File: config.mk
export PLATFORM = sky130hd
export DESIGN_NAME = rr_arbiter16
export DESIGN_NICKNAME = d
export VERILOG_FILES = /design/src/rtl/rr_arbiter16.sv
export SDC_FILE = /design/constraint.sdc
export NUM_CORES = 1
export LEC_CHECK = 0
export CAP_MARGIN = 20
export CELL_PAD_IN_SITES_DETAIL_PLACEMENT = 2
export CELL_PAD_IN_SITES_GLOBAL_PLACEMENT = 2
export CORE_UTILIZATION = 41
export DETAILED_ROUTE_END_ITERATION = 7
export PLACE_DENSITY_LB_ADDON = 0.12
export SLEW_MARGIN = 20
export SYNTH_ARGS = -nofsm -noshare
export SYNTH_HDL_FRONTEND = slang
export SYNTH_SLANG_ARGS = --single-unit
File: constraint.sdc
create_clock -name clk -period 14.05 [get_ports clk]
set_clock_uncertainty 0.15 [all_clocks]
set_input_delay 1.405 -clock clk [delete_from_list [all_inputs] [get_ports clk]]
set_output_delay 1.405 -clock clk [all_outputs]
set_load 0.01 [all_outputs]
File: src/rtl/rr_arbiter16.sv
// Sixteen-requester round-robin arbiter with a one-hot registered grant,
// a bounded hold time and one idle turnaround cycle between grants.
module rr_arbiter16 #(
  parameter int unsigned HOLD_MAX = 16
) (
  input  logic        clk,
  input  logic        rst,
  input  logic [15:0] req,
  input  logic        done,
  output logic [15:0] gnt,
  output logic [3:0]  gnt_id,
  output logic        gnt_valid,
  output logic        timeout
);

  typedef enum logic {
    ST_IDLE,
    ST_GRANT
  } state_t;

  localparam logic [7:0] HOLD_LAST = 8'(HOLD_MAX - 1);

  state_t      r_state;
  state_t      w_state_nxt;
  logic [3:0]  r_ptr;
  logic [3:0]  w_ptr_nxt;
  logic [3:0]  r_id;
  logic [3:0]  w_id_nxt;
  logic        r_valid;
  logic        w_valid_nxt;
  logic        r_timeout;
  logic        w_timeout_nxt;
  logic [7:0]  r_cnt;
  logic [7:0]  w_cnt_nxt;
  logic [15:0] r_gnt;
  logic [15:0] w_gnt_nxt;
  logic [3:0]  w_idx;
  logic [3:0]  w_winner;
  logic        w_found;
  logic        w_rel_normal;
  logic        w_rel_hold;

  // First requester at or after r_ptr, wrapping modulo 16.
  always_comb begin
    w_winner = '0;
    w_found  = 1'b0;
    w_idx    = '0;
    for (int unsigned k = 0; k < 16; k++) begin
      w_idx = r_ptr + 4'(k);
      if (!w_found && req[w_idx]) begin
        w_winner = w_idx;
        w_found  = 1'b1;
      end
    end
  end

  assign w_rel_normal = done | ~req[r_id];
  assign w_rel_hold   = (r_cnt == HOLD_LAST);

  always_comb begin
    w_state_nxt   = r_state;
    w_ptr_nxt     = r_ptr;
    w_id_nxt      = r_id;
    w_valid_nxt   = r_valid;
    w_cnt_nxt     = r_cnt;
    w_timeout_nxt = 1'b0;
    case (r_state)
      ST_IDLE: begin
        if (w_found) begin
          w_state_nxt = ST_GRANT;
          w_id_nxt    = w_winner;
          w_valid_nxt = 1'b1;
          w_ptr_nxt   = w_winner + 4'd1;
          w_cnt_nxt   = '0;
        end
      end
      ST_GRANT: begin
        if (w_rel_normal || w_rel_hold) begin
          w_state_nxt   = ST_IDLE;
          w_valid_nxt   = 1'b0;
          w_timeout_nxt = ~w_rel_normal;
        end else begin
          w_cnt_nxt = r_cnt + 8'd1;
        end
      end
      default: begin
        w_state_nxt = ST_IDLE;
        w_valid_nxt = 1'b0;
      end
    endcase
    // Decode from next-state values so the one-hot vector is itself a register.
    w_gnt_nxt = w_valid_nxt ? (16'h0001 << w_id_nxt) : '0;
  end

  always_ff @(posedge clk or posedge rst) begin
    if (rst) begin
      r_state   <= ST_IDLE;
      r_ptr     <= '0;
      r_id      <= '0;
      r_valid   <= 1'b0;
      r_timeout <= 1'b0;
      r_cnt     <= '0;
      r_gnt     <= '0;
    end else begin
      r_state   <= w_state_nxt;
      r_ptr     <= w_ptr_nxt;
      r_id      <= w_id_nxt;
      r_valid   <= w_valid_nxt;
      r_timeout <= w_timeout_nxt;
      r_cnt     <= w_cnt_nxt;
      r_gnt     <= w_gnt_nxt;
    end
  end

  assign gnt       = r_gnt;
  assign gnt_id    = r_id;
  assign gnt_valid = r_valid;
  assign timeout   = r_timeout;

endmodule
Word-level counts from Yosys, hierarchy flattened
Index checks and enable logic that the tools add are counted.

word-level totals
  logic and storage cells = 162
  output and inout port bits = 22
  bits in registers = 35
  bits of input ports = 19

operators by class
  $lt $le $gt $ge = 17
  equal/unequal tests = 3
  reduce and logical (&&, ||, !) cells = 33
  bitwise logic cells = 4
  shift-type cells = 1
  add/sub/neg operators = 17
  muxes and demuxes = 80

operators by type and width
  cell                  number
  $lt 4x5->1 const B    17
  $mux 4                18
  $bmux 1 s4            17
  $mux 1                39
  $add 4x4->4 const B   8
  $add 4x3->4 const B   4
  $mux 16               1
  $mux 8                2
  $pmux 8 s2            1
  $shl 1x4->16 const A  1
  $logic_and 1x1->1     15
  $logic_not 1->1       15
  $add 4x1->4 const B   2
  $add 4x2->4 const B   2
  $add 8x1->8 const B   1
  $eq 8x4->1 const B    1
  $ne 2x2->1 const B    2
  $pmux 1 s2            2
  $reduce_and 2->1      2
  $not 1->1             3
  $logic_or 1x1->1      1
  $or 1x1->1            1

Logic depth before layout (Yosys ltp)
  depth in word-level cells = 52
  mapped depth = 18
  depth with buffers taken out = 12

Worst setup path before layout
OpenSTA, ideal clock, no wires.

  kind = reg-to-reg
  from = reg r_ptr[1]
  to = reg r_ptr[3]
  path slack = 9.259 ns
  setup time = 0.120 ns
  arrival = 4.521 ns
  period minus slack after synthesis = 4.791 ns
  path buffers = 5
  required time = 13.780 ns
  cell stages (with the launch flop) = 18
  path through = dfrtp_1 > buf_4 > buf_6 > clkbuf_1 > inv_1 > ha_1 > buf_6 > buf_12 > mux2_4 > mux4_2 > mux2i_4 > o2111ai_4 > nor4_4 > a21bo_1 > a32oi_2 > nor3b_4 > nand3_1 > a31o_1

between the ends
  word-level cells in the longest chain between the ends = 49
  elaborated cells on any way between the ends = 111
  classes of those cells = add/sub: 16; mux: 64; reduce/logical: 31

RTL lines
  item                                                  RTL line  source
  from (decl)                                           25        logic [3:0] r_ptr;
  from (signal assigned)                                106       r_ptr <= w_ptr_nxt;
  branches (longest 49 deep; another with $add 4x1->4)  -

Several ways; the timed one is not identified. The select of a mux whose other input is x is not followed.
A chain may end at the register's enable or synchronous reset.

Final worst setup path
  from = reg r_ptr[0]
  to = reg r_gnt[14], in the netlist gnt[14]

between the ends
  word-level cells in the longest chain between the ends = 52
  elaborated cells on any way between the ends = 115
  classes of those cells = add/sub: 15; shift: 1; mux: 69; reduce/logical: 30

RTL lines
  item                                                  RTL line  source
  branches (longest 48 deep; another with $add 4x1->4)  -
  $mux 4 (*)                                            69        if (w_found) begin
  $mux 4 (*)                                            67        case (r_state)
  named net w_id_nxt[2]                                 28        logic [3:0] w_id_nxt;
  $shl 1x4->16 (*)                                      92        w_gnt_nxt = w_valid_nxt ? (16'h0001 << w_id_nxt) : '0;
  $mux 16 (*)                                           92
  named net w_gnt_nxt[14]                               36        logic [15:0] w_gnt_nxt;
  to (signal assigned)                                  111       r_gnt <= w_gnt_nxt;
  to (decl)                                             35        logic [15:0] r_gnt;

Mark *: on every way through the listed nets, which the timed path passes. The select of a mux whose other input is x is not followed.

==> impl_metrics.tcl <==
set metrics [dict create \
    run_status "finished clean" \
    syn_area_per_cell_um2 9.60 \
    design.final.nets 516 \
    wl_per_cell_um 26.5 \
    dr_total_vias 4156 \
    crit_path_top_delay_cell "ha_1" \
    finalWorstPathRequiredPeriod_ps 6020 \
    crit_path_cell_trace "buf_4 -> inv_1 -> ha_1 -> buf_4 -> mux2_2 -> mux2_2 -> o22ai_1 -> o21bai_2 -> nor2_1 -> a32oi_1 -> a31o_2 -> o31ai_2 -> nand3b_1 -> nor2_1" \
    maximum_number_of_pins_on_one_net_before_global_route_repair 36 \
    yosysTopAreaCellShare_pct 19.6 \
    post_cts_resized 0 \
    ys_seq_area_share_pct 19.6 \
    max_cap_violations 0 \
    grt_pass1_wl_mm 26.6 \
    netlist_area_um2 4460 \
    rsz0062_at_grt "no" \
    timing.setup.tns_ps 0 \
    io_buffers 40 \
    final_cell_mix "nor2_1 (45), clkdlybuf4s50_1 (40), mux4_2 (38)" \
    worstSkewPairLatency_ps 290 \
    placeableCoreArea_um2 10400 \
    commonest_non_fill_non_tap_cell_in_the_layout "nor2_1" \
    antenna_violations_before_repair 0 \
    final_layout_size_suffix_gt1_share_pct 18.8 \
    post-cts-setup-buffer-count 0 \
    synth_xor_area_share_pct 2.92 \
    tritoncts "done" \
    postSynthRegisterBits 35 \
    clkSlewWorstSetupHoldPaths_ps 70 \
    die_x_um 106 \
    worstPathMaxFanout 35 \
    worstHoldPathType "reg2reg" \
    synth-compound-area-share_pct 20.3 \
    worstSetupPathType "reg2reg" \
    synth_enable_flop_cells 0 \
    postPlaceCellArea_um2 4900 \
    setup_viol_count_final 0 \
    cp_data_arrival_time_ps 6070 \
    crit_path_start_kind "register" \
    numCtsBuffers 5 \
    clock_tree.root_cell "clkbuf_8" \
    cts_sinks 35 \
    post_synth_fa_ha_maj_area_fraction_pct 2.24 \
    synth-simple-area-share_pct 17.4 \
    cell_type_with_the_highest_aggregate_area_in_the_netlist "dfrtp_1" \
    warnings_synthesis 0 \
    path_buf_inv 3 \
    finalHoldViolCount 0 \
    gp_routability_congestion 0.883 \
    synth.lib_cells_used.distinct 79 \
    cell_rows 37 \
    timing.fmax_mhz 166 \
    synth_area_leaders "dfrtp_1 (20%), mux4_2 (19%), mux2i_1 (6.3%), nor2_1 (3.8%), mux2_2 (3.3%)" \
    detailed_placement_wirelength_estimate_mm 13.0 \
    boundaryPins 41 \
    hold_slack_ps 395 \
    relSlewSlack_pct 36.6 \
    finish.cell_count_without_fillers 626 \
    least_margin_pin_slew_ps 951 \
    required_ps 14110 \
    drt_iter0_markers 299 \
    numPlacedInstances 618 \
    cts-root-to-sink-buffers 2 \
    drcViolationCount 0 \
    n_antenna_cell 0 \
    post_synth_arst_share_pct 100 \
    grtUsageTotal_pct 30.9 \
    fin_crit_sh_pct 42.8 \
    cp_slowest_stage_delay_ps 680 \
    floorplan.die.height_um 106 \
    synth.net_count 492 \
    report.final.slew_viol_count 0 \
    routed_via_density 6.64 \
    postCtsHoldBufs 0 \
    final_antenna_net_count 0 \
    cp-end-kind "register" \
    firstDrtPassIters 5 \
    htree_levels 2 \
    synth-main-ff-cell "dfrtp_1" \
    drt_wl_total_mm 16.6 \
    combinational_family_with_the_most_area_after_synthesis "multiplexers" \
    synth.mux.area_fraction_pct 31.7 \
    post-route-cell-area_um2 4980 \
    grt_overflow 0 \
    floorplan.initialDensity_pct 42.8 \
    vias_in_the_first_global_route 4531 \
    cp_top_family "compound AO/OA/AOI/OAI gates" \
    number_of_standard_cells_after_synthesis 465 \
    area_growth_pct 11.7 \
    die_area_um2 11300 \
]
[final timing paths]
kind | startpoint | to | slack [ps] | cells past startpoint
max | r_ptr[0] | gnt[14] | 8030 | 14
min | r_cnt[0] | r_cnt[0] | 390 | 1
max reg2reg | r_ptr[0] | gnt[14] | 8030 | 14
min reg2reg | r_cnt[0] | r_cnt[0] | 390 | 1
max in group asynchronous | rst | r_cnt[0] | 12050 | 3
min in group asynchronous | rst | gnt_id[2] | 1370 | 3
[cells in the mapped netlist, types with 5 or more instances]
cell	instances
a211oi_1	8
a21o_1	6
a21oi_1	10
and2_1	9
and3_1	5
buf_2	6
clkbuf_1	13
dfrtp_1	35
ha_1	8
inv_1	20
mux2_2	13
mux2i_1	28
mux4_2	38
nand2_1	34
nand2b_1	9
nand3_1	18
nand3b_1	6
nor2_1	45
nor3_1	8
o21ai_0	28
o22ai_1	7
or2_2	5
xnor2_1	9
[cell families after synthesis]
| group | count (synthesis) |
|---|---|
| AND/OR/NAND/NOR | 154 |
| adder cells (fa/ha/maj) | 8 |
| AO/OA/AOI/OAI | 118 |
| buffers and inverters | 50 |
| flip-flops | 35 |
| multiplexers | 86 |
| XOR/XNOR | 14 |
[layer usage]
metal  GRT usage (%)  up-vias  wire length [um]
met4            9.33        0               334
met1            40.4     2171              7180
met5               0        -                 0
met2            53.8      132              8430
met3            3.07       26               650
li1                -     1827                 -
[cell type report]
class,count,area [um^2]
clock buffer,6,72.6
clock inverter,2,12.5
fill,1113,5430
inverter,21,78.8
multi-input combinational,380,3330
sequential,35,876
tap,136,170
timing repair buffer,46,445
[metrics by stage]
stage | setup WS (ps) | util (%)
2_1_floorplan | 9260 | -
3_3_place_gp | 8380 | 47.0
3_5_place_dp | 8160 | 47.0
4_1_cts | 8120 | 47.9
5_1_grt | 7690 | 47.9
6_report | 8030 | 47.9
[registers in the layout (all words and copies together) (netlist names)]
signal     flops
gnt           16
r_state        1
r_cnt          8
timeout        1
gnt_id         4
gnt_valid      1
r_ptr          4
Power is left out: the tool's default activity adds up to more than one toggle a clock period on the data nets, which glitch-free logic cannot reach.
==> variant 1: new RTL, config.mk and constraints unchanged <==
Take the reset off `r_id` and load it in a clocked block of its own.
--- a/src/rtl/rr_arbiter16.sv
+++ b/src/rtl/rr_arbiter16.sv
@@ -96,7 +96,6 @@
     if (rst) begin
       r_state   <= ST_IDLE;
       r_ptr     <= '0;
-      r_id      <= '0;
       r_valid   <= 1'b0;
       r_timeout <= 1'b0;
       r_cnt     <= '0;
@@ -104,12 +103,15 @@
     end else begin
       r_state   <= w_state_nxt;
       r_ptr     <= w_ptr_nxt;
-      r_id      <= w_id_nxt;
       r_valid   <= w_valid_nxt;
       r_timeout <= w_timeout_nxt;
       r_cnt     <= w_cnt_nxt;
       r_gnt     <= w_gnt_nxt;
     end
+  end
+
+  always_ff @(posedge clk) begin
+    r_id <= w_id_nxt;
   end
 
   assign gnt       = r_gnt;
Function: changed (a bounded check fails within 4 cycles, from zero or initial values and one cycle with rst high).
==> variant 1 against the original RTL <==
Sequential cell count unchanged. Count of clock-buffer cells in the layout is 1 lower. Area after synthesis fell by 0.45%. Cell area up 0.28%. Setup slack got worse by 7.0 ps. Synthesized cell count unchanged. Sequential share of layout area is 0.45 points lower. Critical path depth is 1 lower. Wire length up 4.6%. Highest routed layer unchanged.
Power is not shown: default switching activity piles up to over one toggle a cycle in this logic, so the estimate is an artifact.
==> variant 1: results (changes against the original RTL) <==
[outcome]
outcome = finished clean

[worst_setup_path]
rr_startpoint = r_ptr[0]
crit_type = flop to flop
crit_arrival_ps = 6110  ; +40 ps
critPathMaxStageDelay_ps = 890  ; +210 ps
path_max_fanout = 35  ; unchanged
cp_slowest_cell = ha_2
crit_family = compound AO/OA/AOI/OAI gates

[sta]
slew_headroom = 0.285  ; -0.0808

[synthesis]
async_flop_share = 0.886  ; -0.114
ys_seq_area_frac = 0.193  ; -0.00362
ys_top_cells_by_count = 45 x nor2_1, 38 x mux4_2, 34 x nand2_1, 31 x dfrtp_1
synth.area.top_cells = mux4_2 19%, dfrtp_1 17%, mux2i_1 6.3%
ys_warn_count = 0  ; unchanged
synthFlopType = dfrtp_1
synthDistinctLibCells = 80  ; +1.3%
syn_area_per_cell_um2 = 9.55  ; -0.45%
syn_nets = 492  ; unchanged

[min_path]
hp-start = r_cnt[0]
min_path_type = flop to flop

[drt]
firstDrtPassIters = 4  ; -1
wl_met3_um = 935  ; +44%
vias_per_cell = 6.77  ; +2.0%
drt-total-wl_um = 17400  ; +4.6%
wl_met1_um = 7680  ; +6.9%
dr.first_iter.drc_count = 336  ; +12%
route.met2.wl_um = 8340  ; -1.1%
top_layer = met4
wl_per_cell_um = 27.7  ; +4.6%

[finish]
drive_gt1_frac = 0.192  ; +0.00408
largest_register_ffs = 16  ; unchanged
diodes = 0  ; unchanged
final_nets = 516  ; unchanged

[placed_design]
gp_congestion = 0.919  ; +4.1%
place_inst = 618  ; unchanged
dpl.hpwl_um = 12700  ; -2.5%
pre_cts_slack_ps = 7850  ; -311 ps
placed_cell_area_mm2 = 0.00488  ; -0.41%
io_buffers = 40  ; unchanged

[cts]
insertion_delay_ps = 310  ; +20 ps
cts_made_buffers = 5  ; unchanged
cts_buffer_depth = 2  ; unchanged
htree_levels = 2  ; unchanged
post-cts-setup-buffer-count = 0  ; unchanged
ctsResizeCount = 0  ; unchanged
root_buffer = clkbuf_8
clk_pin_slew_worst_paths_ps = 90  ; +20 ps

[global_routing]
grt_max_degree = 36  ; unchanged
gr-usage-met3 = 0.0441  ; +0.0135
grt_pass1_vias = 4508  ; -0.51%
grt_pass1_wl_um = 27000  ; +1.6%
overflow = 0  ; unchanged
grt_usage = 0.321  ; +0.0116
antenna_found_initial = 0  ; unchanged
grt_use_met2 = 0.517  ; -0.0203
use_met1 = 0.447  ; +0.0433

## variant 1: kinds of logic after synthesis
family          synth area share
mux                        0.319
buf+inv                   0.0577
xor+xnor                  0.0293
fa+ha+maj                 0.0225
simple gates               0.175
flops                      0.193
compound gates             0.204
## variant 1: worst paths after layout
path	end	slack (ps)	depth (start not counted)
setup / recovery	gnt[1]	8030	13
hold / removal	r_cnt[0]	390	1
setup reg to reg	gnt[1]	8030	13
hold reg to reg	r_cnt[0]	390	1
max in group asynchronous	r_ptr[2]	12110	3
min in group asynchronous	gnt[1]	1330	3
## variant 1: layout make-up
type	instances	area, µm²
clock buffer	5	68.8
timing repair buffer	46	445
inverter	21	78.8
clock inverter	3	47.5
tap	136	170
multi-input combinational	380	3330
fill	1097	5420
sequential	35	856
## variant 1: through the flow
step,hold WS (ps),util
final,386,0.480
after global routing,414,0.480
after detailed placement,367,0.468
after floorplan,321,-
after CTS,388,0.480
after global placement,346,0.468
==> variant 2: new RTL, same settings <==
Made on the original files. The parameter `HOLD_MAX` goes from 16 to 12.
--- a/src/rtl/rr_arbiter16.sv
+++ b/src/rtl/rr_arbiter16.sv
@@ -1,7 +1,7 @@
 // Sixteen-requester round-robin arbiter with a one-hot registered grant,
 // a bounded hold time and one idle turnaround cycle between grants.
 module rr_arbiter16 #(
-  parameter int unsigned HOLD_MAX = 16
+  parameter int unsigned HOLD_MAX = 12
 ) (
   input  logic        clk,
   input  logic        rst,
Function: no difference found for any inputs over 10 cycles, from zero or initial values and one cycle with rst high; that may be too few to reach the edited logic, so the function may still have changed.
==> variant 2 against the original RTL <==
Area after synthesis down 7.0%. Cell area down 4.8%. Setup slack worse by 230 ps. Synthesized cell count down 3.4%. Wire length up 5.5%. Sequential cell count unchanged. Worst hold slack better by 13 ps. Critical path depth down 2. First-iteration DRC count down 18%. Count of clock-buffer cells in the layout unchanged. Maximum frequency down 3.8%. Highest routed layer unchanged.
Power is not shown: default switching activity piles up to over one toggle a cycle in this logic, so the estimate is an artifact.
==> variant 2: results (changes against the original RTL) <==
[outcome]
outcome = finished clean

[cts]
cts_made_buffers = 5  ; unchanged

[worst_setup_path]
rr_worst_depth = 12  ; -2
crit_arrival_ps = 6250  ; +180 ps
startpoint = r_ptr[1]
crit_path_end = gnt[12]
critPathMaxStageDelay_ps = 850  ; +170 ps
path_max_fanout = 39  ; +11%

[synthesis]
ys_seq_area_frac = 0.211  ; +0.0147
ys_top_cells_by_count = 41 x nand2_1, 40 x nor2_1, 36 x mux4_2, 35 x dfrtp_1, 27 x mux2i_1
synthDistinctLibCells = 78  ; -1.3%
netlist_instances = 449  ; -3.4%
synth.top_cell.area_share = 0.211  ; +0.0147

[placed_design]
dpl.hpwl_um = 13600  ; +4.3%
gp_congestion = 0.903  ; +2.3%
placed_cell_area_mm2 = 0.00466  ; -4.9%

[finish]
final_nets = 506  ; -1.9%
stdcell_count = 613  ; -2.1%
drive_gt1_frac = 0.158  ; -0.0294

[drt]
num_vias = 4179  ; +0.55%
wl_per_cell_um = 28.6  ; +7.7%

[global_routing]
grt_pass1_wl_um = 27100  ; +1.9%
grt_pass1_vias = 4470  ; -1.3%
grt_max_degree = 40  ; +11%
grt_usage = 0.350  ; +0.0412

[sta]
worst_pin_slew_ps = 872  ; -79.4 ps

-- variant 2: cell types whose count changed in the layout (fill, tap and decap cells not counted), moves of 6 or more --
cell and change:
a21oi_1 +8, nand2_1 +7, nand3_1 +7, o211ai_1 +7, and2_1 -6, inv_1 -6
xor2_1 +6
-- variant 2: area by class of cell --
type,instances,area [µm²]
Fill cell,1074,5030
Timing Repair Buffer,47,453
Clock buffer,6,72.6
Clock inverter,2,12.5
Inverter,16,60.1
Multi-Input combinational cell,374,3100
Tap cell,133,166
Sequential cell,35,876
-- variant 2: through the flow --
step | setup WS (ps) | hold slack, ps | utilization
6_report | 7800 | 408 | 0.485
3_3_place_gp | 8030 | 385 | 0.477
3_5_place_dp | 7730 | 407 | 0.477
4_1_cts | 7790 | 421 | 0.485
2_1_floorplan | 8680 | 348 | -
5_1_grt | 7370 | 452 | 0.485
-- variant 2: cells by family (layout without fill, tap and decap cells) --
group,count (synthesis),count (layout),synth area share
AO/OA/AOI/OAI,116,116,0.203
XOR/XNOR,18,18,0.0380
adder cells (fa/ha/maj),8,8,0.0241
buffers and inverters,40,71,0.0413
flip-flops,35,35,0.211
multiplexers,78,78,0.302
AND/OR/NAND/NOR,154,154,0.181
-- variant 2: critical path, delay by kind of cell, from the launching register on --
kind	cells	cell delay, ps
and+or+nand+nor	4	1410
muxes	3	1340
AOI/OAI and AO/OA	2	1280
adders and majority gates	1	850
buffers and inverters	2	710
DFF	1	330
-- variant 2: routing by layer --
layer  share of wire  global-route usage  up-vias
li1                -                   -     1809
met1            0.41               0.440     2166
met4           0.038               0.130        0
met5               0                   0        -
met3           0.043              0.0380       43
met2            0.51               0.619      161
